==> src/rtl/i2c_slave_regfile.sv <==
// 7-bit I2C target exposing NUM_REGS x 8-bit registers; first write byte sets an auto-incrementing pointer.
// Bus events lag the pads by 2+FILTER_LEN clocks; a written byte reaches regs_flat one clock after wr_strobe.
module i2c_slave_regfile #(
  parameter logic [6:0] SLAVE_ADDR = 7'h55,
  parameter int         NUM_REGS   = 4,
  parameter int         FILTER_LEN = 3,
  parameter logic [7:0] RESET_VAL  = 8'h00,
  localparam int        PTR_W      = $clog2(NUM_REGS)
) (
  input  logic                  clk,
  input  logic                  rst,
  input  logic                  scl_i,
  input  logic                  sda_i,
  output logic                  sda_oe,
  output logic [NUM_REGS*8-1:0] regs_flat,
  output logic                  wr_strobe,
  output logic [PTR_W-1:0]      wr_index,
  output logic                  busy
);

  typedef enum logic [3:0] {
    IDLE, ADDR, ADDR_ACK, PTR, PTR_ACK, WDATA, WACK, RDATA, RACK
  } state_t;

  // Index 1 carries SCL, index 0 carries SDA.
  logic [1:0] sync1, sync2, filt, prev;
  logic [3:0] cnt [2];

  always_ff @(posedge clk) begin
    if (rst) begin
      sync1 <= 2'b11;
      sync2 <= 2'b11;
      filt  <= 2'b11;
      prev  <= 2'b11;
      for (int i = 0; i < 2; i++) cnt[i] <= '0;
    end else begin
      sync1 <= {scl_i, sda_i};
      sync2 <= sync1;
      prev  <= filt;
      for (int i = 0; i < 2; i++) begin
        if (sync2[i] != filt[i]) begin
          if (cnt[i] == 4'(FILTER_LEN - 1)) begin
            filt[i] <= sync2[i];
            cnt[i]  <= '0;
          end else begin
            cnt[i] <= cnt[i] + 4'd1;
          end
        end else begin
          cnt[i] <= '0;
        end
      end
    end
  end

  logic scl_f, sda_f, scl_p, sda_p;
  logic scl_rise, scl_fall, start_c, stop_c;

  assign scl_f    = filt[1];
  assign sda_f    = filt[0];
  assign scl_p    = prev[1];
  assign sda_p    = prev[0];
  assign scl_rise = scl_f & ~scl_p;
  assign scl_fall = ~scl_f & scl_p;
  assign start_c  = scl_f & scl_p & sda_p & ~sda_f;
  assign stop_c   = scl_f & scl_p & ~sda_p & sda_f;

  state_t           state, state_n;
  logic [2:0]       bit_cnt, bit_cnt_n;
  logic             byte_done, byte_done_n;
  logic [7:0]       shift, shift_n;
  logic [7:0]       rd_shift, rd_shift_n;
  logic [PTR_W-1:0] ptr, ptr_n;
  logic             rw, rw_n;
  logic             sda_oe_n;
  logic             wr_strobe_n;
  logic [PTR_W-1:0] wr_index_n;
  logic [7:0]       wr_dat, wr_dat_n;
  logic [7:0]       regs [NUM_REGS];
  logic [7:0]       rd_byte;

  assign rd_byte = regs[ptr];
  assign busy    = (state != IDLE);

  always_ff @(posedge clk) begin
    if (rst) begin
      state     <= IDLE;
      bit_cnt   <= '0;
      byte_done <= 1'b0;
      shift     <= '0;
      rd_shift  <= '0;
      ptr       <= '0;
      rw        <= 1'b0;
      sda_oe    <= 1'b0;
      wr_strobe <= 1'b0;
      wr_index  <= '0;
      wr_dat    <= '0;
    end else begin
      state     <= state_n;
      bit_cnt   <= bit_cnt_n;
      byte_done <= byte_done_n;
      shift     <= shift_n;
      rd_shift  <= rd_shift_n;
      ptr       <= ptr_n;
      rw        <= rw_n;
      sda_oe    <= sda_oe_n;
      wr_strobe <= wr_strobe_n;
      wr_index  <= wr_index_n;
      wr_dat    <= wr_dat_n;
    end
  end

  always_comb begin
    state_n     = state;
    bit_cnt_n   = bit_cnt;
    byte_done_n = byte_done;
    shift_n     = shift;
    rd_shift_n  = rd_shift;
    ptr_n       = ptr;
    rw_n        = rw;
    sda_oe_n    = sda_oe;
    wr_strobe_n = 1'b0;
    wr_index_n  = wr_index;
    wr_dat_n    = wr_dat;

    if (start_c) begin
      state_n     = ADDR;
      sda_oe_n    = 1'b0;
      bit_cnt_n   = '0;
      byte_done_n = 1'b0;
    end else if (stop_c) begin
      state_n  = IDLE;
      sda_oe_n = 1'b0;
    end else begin
      case (state)
        ADDR, PTR, WDATA: begin
          if (scl_rise) begin
            shift_n   = {shift[6:0], sda_f};
            bit_cnt_n = bit_cnt + 3'd1;
            if (bit_cnt == 3'd7) byte_done_n = 1'b1;
          end else if (scl_fall && byte_done) begin
            byte_done_n = 1'b0;
            if (state == ADDR) begin
              if (shift[7:1] == SLAVE_ADDR) begin
                sda_oe_n = 1'b1;
                rw_n     = shift[0];
                state_n  = ADDR_ACK;
              end else begin
                state_n = IDLE;
              end
            end else if (state == PTR) begin
              ptr_n    = shift[PTR_W-1:0];
              sda_oe_n = 1'b1;
              state_n  = PTR_ACK;
            end else begin
              wr_strobe_n = 1'b1;
              wr_index_n  = ptr;
              wr_dat_n    = shift;
              ptr_n       = ptr + 1'b1;
              sda_oe_n    = 1'b1;
              state_n     = WACK;
            end
          end
        end
        ADDR_ACK: begin
          if (scl_fall) begin
            if (rw) begin
              rd_shift_n = rd_byte;
              sda_oe_n   = ~rd_byte[7];
              bit_cnt_n  = '0;
              state_n    = RDATA;
            end else begin
              sda_oe_n = 1'b0;
              state_n  = PTR;
            end
          end
        end
        PTR_ACK, WACK: begin
          if (scl_fall) begin
            sda_oe_n = 1'b0;
            state_n  = WDATA;
          end
        end
        RDATA: begin
          if (scl_fall) begin
            if (bit_cnt == 3'd7) begin
              sda_oe_n  = 1'b0;
              ptr_n     = ptr + 1'b1;
              bit_cnt_n = '0;
              state_n   = RACK;
            end else begin
              sda_oe_n   = ~rd_shift[6];
              rd_shift_n = {rd_shift[6:0], 1'b0};
              bit_cnt_n  = bit_cnt + 3'd1;
            end
          end
        end
        RACK: begin
          // A NACK ends the read as soon as it is sampled.
          if (scl_rise && sda_f) begin
            state_n = IDLE;
          end else if (scl_fall) begin
            rd_shift_n = rd_byte;
            sda_oe_n   = ~rd_byte[7];
            bit_cnt_n  = '0;
            state_n    = RDATA;
          end
        end
        default: ;
      endcase
    end
  end

  always_ff @(posedge clk) begin
    if (rst) begin
      for (int k = 0; k < NUM_REGS; k++) regs[k] <= RESET_VAL;
    end else if (wr_strobe) begin
      regs[wr_index] <= wr_dat;
    end
  end

  for (genvar k = 0; k < NUM_REGS; k++) begin : g_flat
    assign regs_flat[8*k +: 8] = regs[k];
  end

endmodule

==> config.mk <==
export PLATFORM = sky130hd
export DESIGN_NAME = i2c_slave_regfile
export DESIGN_NICKNAME = d
export VERILOG_FILES = /design/src/rtl/i2c_slave_regfile.sv
export SDC_FILE = /design/constraint.sdc
export NUM_CORES = 1
export LEC_CHECK = 0
export BUFFER_PORTS_ARGS = -buffer_cell sky130_fd_sc_hd__buf_2
export CAP_MARGIN = 40
export CORE_MARGIN = 3
export CORE_UTILIZATION = 51
export DETAILED_ROUTE_END_ITERATION = 7
export HOLD_SLACK_MARGIN = 0.1
export PLACE_DENSITY = 0.7
export SYNTH_ARGS = -nofsm -noshare
export SYNTH_HDL_FRONTEND = slang
export SYNTH_SLANG_ARGS = --single-unit
==> constraint.sdc <==
create_clock -name clk -period 2.3 [get_ports clk]
set_input_delay 0.115 -clock clk [delete_from_list [all_inputs] [get_ports clk]]
set_output_delay 0.115 -clock clk [all_outputs]
set_load 0.05 [all_outputs]
# ---- Word-level counts from Yosys, hierarchy flattened
# Memory sizes are Yosys's and may differ from the RTL's. A register that Yosys moved wholly into a read port is not among the register bits.
# Cells that the tools add are included.
dict set report op_classes {
  bitwise_logic 26
  addsub 4
  n_reduce_logical 27
  n_mux 91
  eq_ne 36
}
# operator count
set op_table {}
lappend op_table {{two-way mux 4 bit} 15}
lappend op_table {{two-way mux 1 bit} 45}
lappend op_table {{two-way mux 7 bit} 6}
lappend op_table {{AND reduction 8 bit} 4}
lappend op_table {{two-way mux 3 bit} 8}
lappend op_table {{!= test 2 bit, second input constant} 12}
lappend op_table {{!= test 4 bit, second input constant} 6}
lappend op_table {{two-way mux 2 bit} 11}
lappend op_table {{one-hot mux 7 bit (3 select lines)} 1}
lappend op_table {{one-hot mux 4 bit (5 select lines)} 1}
lappend op_table {{AND reduction 9 bit} 2}
lappend op_table {{equality test 4 x 2 -> 1 bit, second input constant} 4}
lappend op_table {{equality test 4 x 3 -> 1 bit, second input constant} 4}
lappend op_table {{AND reduction 7 bit} 2}
lappend op_table {{inverter 1 bit} 13}
lappend op_table {{one-hot mux 3 bit (4 select lines)} 1}
lappend op_table {{adder 4 x 1 -> 4 bit, second input constant} 2}
lappend op_table {{two-way mux 8 bit} 1}
lappend op_table {{AND reduction 4 bit} 2}
lappend op_table {{nonzero test 4 bit} 2}
lappend op_table {{OR reduction 8 bit} 1}
lappend op_table {{bitwise AND 1 bit} 7}
lappend op_table {{equality test 7 bit, second input constant} 1}
lappend op_table {{nonzero test 7 bit} 1}
lappend op_table {{20 further kinds} 32}
dict set report totals {
  out_inout_bits 37
  regBits 46
  ram_bits 40
  n_memories 2
}
# memory words word_bits read_ports rd_clocked_by_memory_dff wr line_no
set mem_list {}
lappend mem_list {regs 4 8 5 1 4 78} ;# logic [7:0] regs [NUM_REGS];
lappend mem_list {cnt 2 4 2 0 2 27} ;# logic [3:0] cnt [2];

# ---- Logic depth before layout (Yosys ltp)
# An unclocked memory read counts as a cell.
dict set report logic_depth {
  depth_word 9
  depth_mapped 7
  mapped_depth_nobuf 7
}

# ---- Worst setup path before layout
# No wires, ideal clock.
dict set report synth_timing {
  path_type {register to register}
  start {register wr_strobe}
  end {memory regs[1][0] (enable)}
  path_stages_with_launch 4
  path_slack_ns 0.471
  arrival_ns 1.519
  path_buffers 0
  required_time_ns 1.990
  path_cell_list {dfxtp_1 -> nand2b_1 -> nor3b_1 -> or2_2}
}
# element line_no
set synth_lines {}
lappend synth_lines {{start: declaration} 16} ;# output logic wr_strobe,
lappend synth_lines {{start signal: assignment} 106} ;# wr_strobe <= wr_strobe_n;
lappend synth_lines {{end: declaration} 78}

# ---- Final worst setup path
dict set report layout_timing {
  start {register state[2]}
  end {register bit_cnt[0]}
}
dict set report layout_between {
  elab_chain_cells 4
  word_cells_on_any_way 16
}
# element line_no
set layout_lines {}
lappend layout_lines {{start: declaration} 67} ;# state_t state, state_n;
lappend layout_lines {{start signal: assignment} 98} ;# state <= state_n;
lappend layout_lines {{equality test 4 x 1 -> 1 bit, or another cell as far along} 134} ;# case (state)
lappend layout_lines {{OR reduction 3 bit} 134}
lappend layout_lines {{nonzero test 4 bit (no line) / != test 2 bit (equally long branches)} -}
lappend layout_lines {{AND reduction 8 bit (no line)} -}
lappend layout_lines {{end signal: assignment} 99} ;# bit_cnt <= bit_cnt_n;
lappend layout_lines {{end: declaration} 68} ;# logic [2:0] bit_cnt, bit_cnt_n;
# Several ways; a longest one is shown, not always the timed one.
# A chain may end at the register's enable or synchronous reset.

==> impl_metrics.env <==
export IMPL_status="finished clean"
export IMPL_maxCapViolations=0
export IMPL_multi_input_area_um2=1900
export IMPL_area_delta_synth_final_pct=14.4
export IMPL_layoutNonFillerInstCount=533
export IMPL_htreeDepth=3
export IMPL_syn_cell_area_um2=4120
export IMPL_power_frac_comb_pct=8.1
export IMPL_drc=0
export IMPL_yosys_area_top_type="edfxtp_1"
export IMPL_cp_end_kind="register"
export IMPL_nFillCells=653
export IMPL_start_kind="register"
export IMPL_cp_max_fo=16
export IMPL_yosys_area_top_type_share_pct=29.1
export IMPL_synth_top_family_by_area="simple AND/OR/NAND/NOR gates"
export IMPL_yosysUniqueCellTypes=54
export IMPL_diodes=0
export IMPL_clkPwrFrac_pct=34.9
export IMPL_tightest_slew_ns=0.649
export IMPL_synthAdderAreaFrac_pct=1.82
export IMPL_synthCells=373
export IMPL_path_class="register to register"
export IMPL_hold_slack_ns=0.138
export IMPL_peakVddDrop_uv=356
export IMPL_relSlewSlack_pct=56.6
export IMPL_clock_fmax_mhz=468
export IMPL_antenna_found_initial=0
export IMPL_ys_async_sr_fraction_pct=0
export IMPL_synthSimpleGateAreaFrac_pct=20.7
export IMPL_cp_arrival_ns=2.44
export IMPL_via_per_inst=5.54
export IMPL_cts_sinks=88
export IMPL_grt_first_pass_wirelength_mm=13.8
export IMPL_min_period_ns=2.14
export IMPL_core_area_um2=7810
export IMPL_power_leakage_nw=1.83
export IMPL_nets=436
export IMPL_synth_seq_cells=88
export IMPL_finalSetupTns_ns=0
export IMPL_dieArea_um2=9200
export IMPL_cts_tree="yes"
export IMPL_synth_area_leaders="edfxtp_1 (29%), dfxtp_1 (23%), mux2i_1 (7.0%)"
export IMPL_slew_violations=0
export IMPL_synth_xor_area_share_pct=1.70
export IMPL_cts_buffer_depth=2
export IMPL_pin_count=41
export IMPL_drive_above_1_share_pct=21.8
export IMPL_grt_max_degree=26
export IMPL_initial_utilization_pct=52.8
export IMPL_syn_avg_cell_area_um2=11.1
export IMPL_ys_top_cells_by_count="dfxtp_1 (48), nor2_1 (41), edfxtp_1 (40)"
export IMPL_wl_per_cell_um=16.4
export IMPL_dr_pass1_iters=5
export IMPL_first_iter_violations=167
export IMPL_ant_nets=0
export IMPL_yosysMostFrequentCell="dfxtp_1"
export IMPL_wl_mm=8.75
export IMPL_place_port_buffers=40
export IMPL_dpl_cell_count=515
export IMPL_die_h_um=95.9
export IMPL_synth_compound_area_share_pct=9.50
export IMPL_cts_setup_buffers=0
export IMPL_globalRouteTotalUtil_pct=20.0
export IMPL_swShare_pct=27.6
export IMPL_placementRows=32
export IMPL_rsz0062_at_grt="false"
export IMPL_vias=2954
export IMPL_finalCritPeriodShare_pct=92.9
export IMPL_die_x_um=95.9
export IMPL_design_area_um2=4720
export IMPL_synthMuxAreaShare_pct=11.4
export IMPL_finalSetupViolations=0
export IMPL_regArea_um2=2160
export IMPL_dpl_instance_area_um2=4490
export IMPL_p_switching_mw=0.826
export IMPL_synth_main_ff_cell="dfxtp_1"
export IMPL_synth_edf_count=40
export IMPL_finClkSkew_ns=0.0248
export IMPL_numCtsBuffers=9
export IMPL_power_internal_mw=2.16
export IMPL_grt_pass1_vias=2790
export IMPL_report_final_hold_viol_count=0
export IMPL_yosysSeqAreaShare_pct=52.4
export IMPL_clk_pin_slew_ns=0.11
export IMPL_grt_ovfl_total=0
export IMPL_sequentialPowerShare_pct=57.0
export IMPL_hold_path_class="input port to register"
export IMPL_final_util_pct=60.4
export IMPL_power_density_nw_per_um2=634
export IMPL_clk_latency_ns=0.36
export IMPL_globalplace_congestion=0.889
export IMPL_cts_root_buf="clkbuf_8"
export IMPL_yosysWarnings=0
export IMPL_hpwl_mm=6.33
export IMPL_required_ns=2.60
-- layout by cell type (no fill, tap or decap), types with 7 or more instances in the layout --
cell type / synthesis / layout
nor2b_1: 8 / 8
nor3b_1: 7 / 7
buf_4: 0 / 12
conb_1: 1 / 8
nand2b_1: 8 / 8
nor2_1: 41 / 41
mux4_2: 8 / 8
or2_2: 11 / 11
buf_2: 7 / 40
mux2i_1: 29 / 29
clkbuf_8: 0 / 9
o21ai_0: 9 / 9
nand2_1: 11 / 11
and2_1: 34 / 34
edfxtp_1: 40 / 40
dfxtp_1: 48 / 48
nand3_1: 8 / 8
a21oi_1: 11 / 11
-- sequential cells by signal (all words and copies together), names as in the netlist, named ones only --
register and flops:
cnt 8, sda_oe 1, rd_shift 7, prev 2, wr_index 2, rw 1, shift 8, state 4
wr_dat 8, sync2 2, wr_strobe 1, ptr 2, regs 32, filt 2, bit_cnt 3, sync1 2
byte_done 1
-- critical path, stage by stage, from the launching register on --
cell	delay (ns)
dfxtp_1	0.60
nand2_1	0.28
and3_1	0.26
o31a_4	0.35
or4_1	0.48
a21oi_1	0.13
-- path summary, 6_finish.rpt --
| kind | start | to | slack, ns | cells past startpoint |
|---|---|---|---|---|
| worst min register to register | sync1[1]$_SDFF_PP1_ | sync2[1]$_SDFF_PP1_ | 0.42 | 1 |
| worst max-delay path | state[2]$_SDFFE_PP0P_ | bit_cnt[0]$_SDFFE_PP0P_ | 0.16 | 5 |
| worst min-delay path | rst | filt[1]$_SDFFE_PP1N_ | 0.14 | 2 |
| worst max register to register | state[2]$_SDFFE_PP0P_ | bit_cnt[0]$_SDFFE_PP0P_ | 0.16 | 5 |
-- what timing repair did --
| action | CTS | global route |
|---|---|---|
| hold buffers | 2 | 0 |
| hold endpoints to repair | 2 | 0 |
| setup endpoints to repair | 0 | 4 |
| resized for setup | 0 | 1 |
-- per-stage QoR --
stage	power (mW)	setup slack (ns)
3_3_place_gp	1.98	0.250
2_1_floorplan	1.92	0.471
5_1_grt	3.09	0.0163
6_report	2.99	0.163
3_5_place_dp	1.98	0.176
4_1_cts	3.00	0.170
-- routing by layer --
layer  track usage [%]  wire, µm  vias up
met4              5.45        68        0
met2              30.9      4160       72
li1                  -         -     1446
met3              4.22       411        5
met5                 0         0        -
met1              28.6      4110     1431
-- cell type report --
type,count,share of cell area [%]
repair buffers,54,6.58
inverters,5,0.398
clock inverters,7,1.54
multi-input cells,268,40.3
well taps,102,2.71
flip-flops and latches,88,45.8
clock buffers,9,2.63
-- cell families (layout without fill, tap and decap cells) --
kind of cell,count (synthesis),after routing
fa+ha+maj,6,6
mux,37,37
buf+inv,24,75
flops,88,88
other cells,1,8
compound gates,56,56
xor+xnor,8,8
simple gates,153,153
-- power groups by stage --
stage,sequential (mW),clock [mW],combinational [mW]
after floorplan,1.84,0,0.0830
after global placement,1.74,0,0.238
after detailed placement,1.74,0,0.240
after CTS,1.70,1.05,0.243
after global routing,1.71,1.12,0.258
final,1.70,1.04,0.242
No activity file was read; power rests on OpenSTA's default activity.
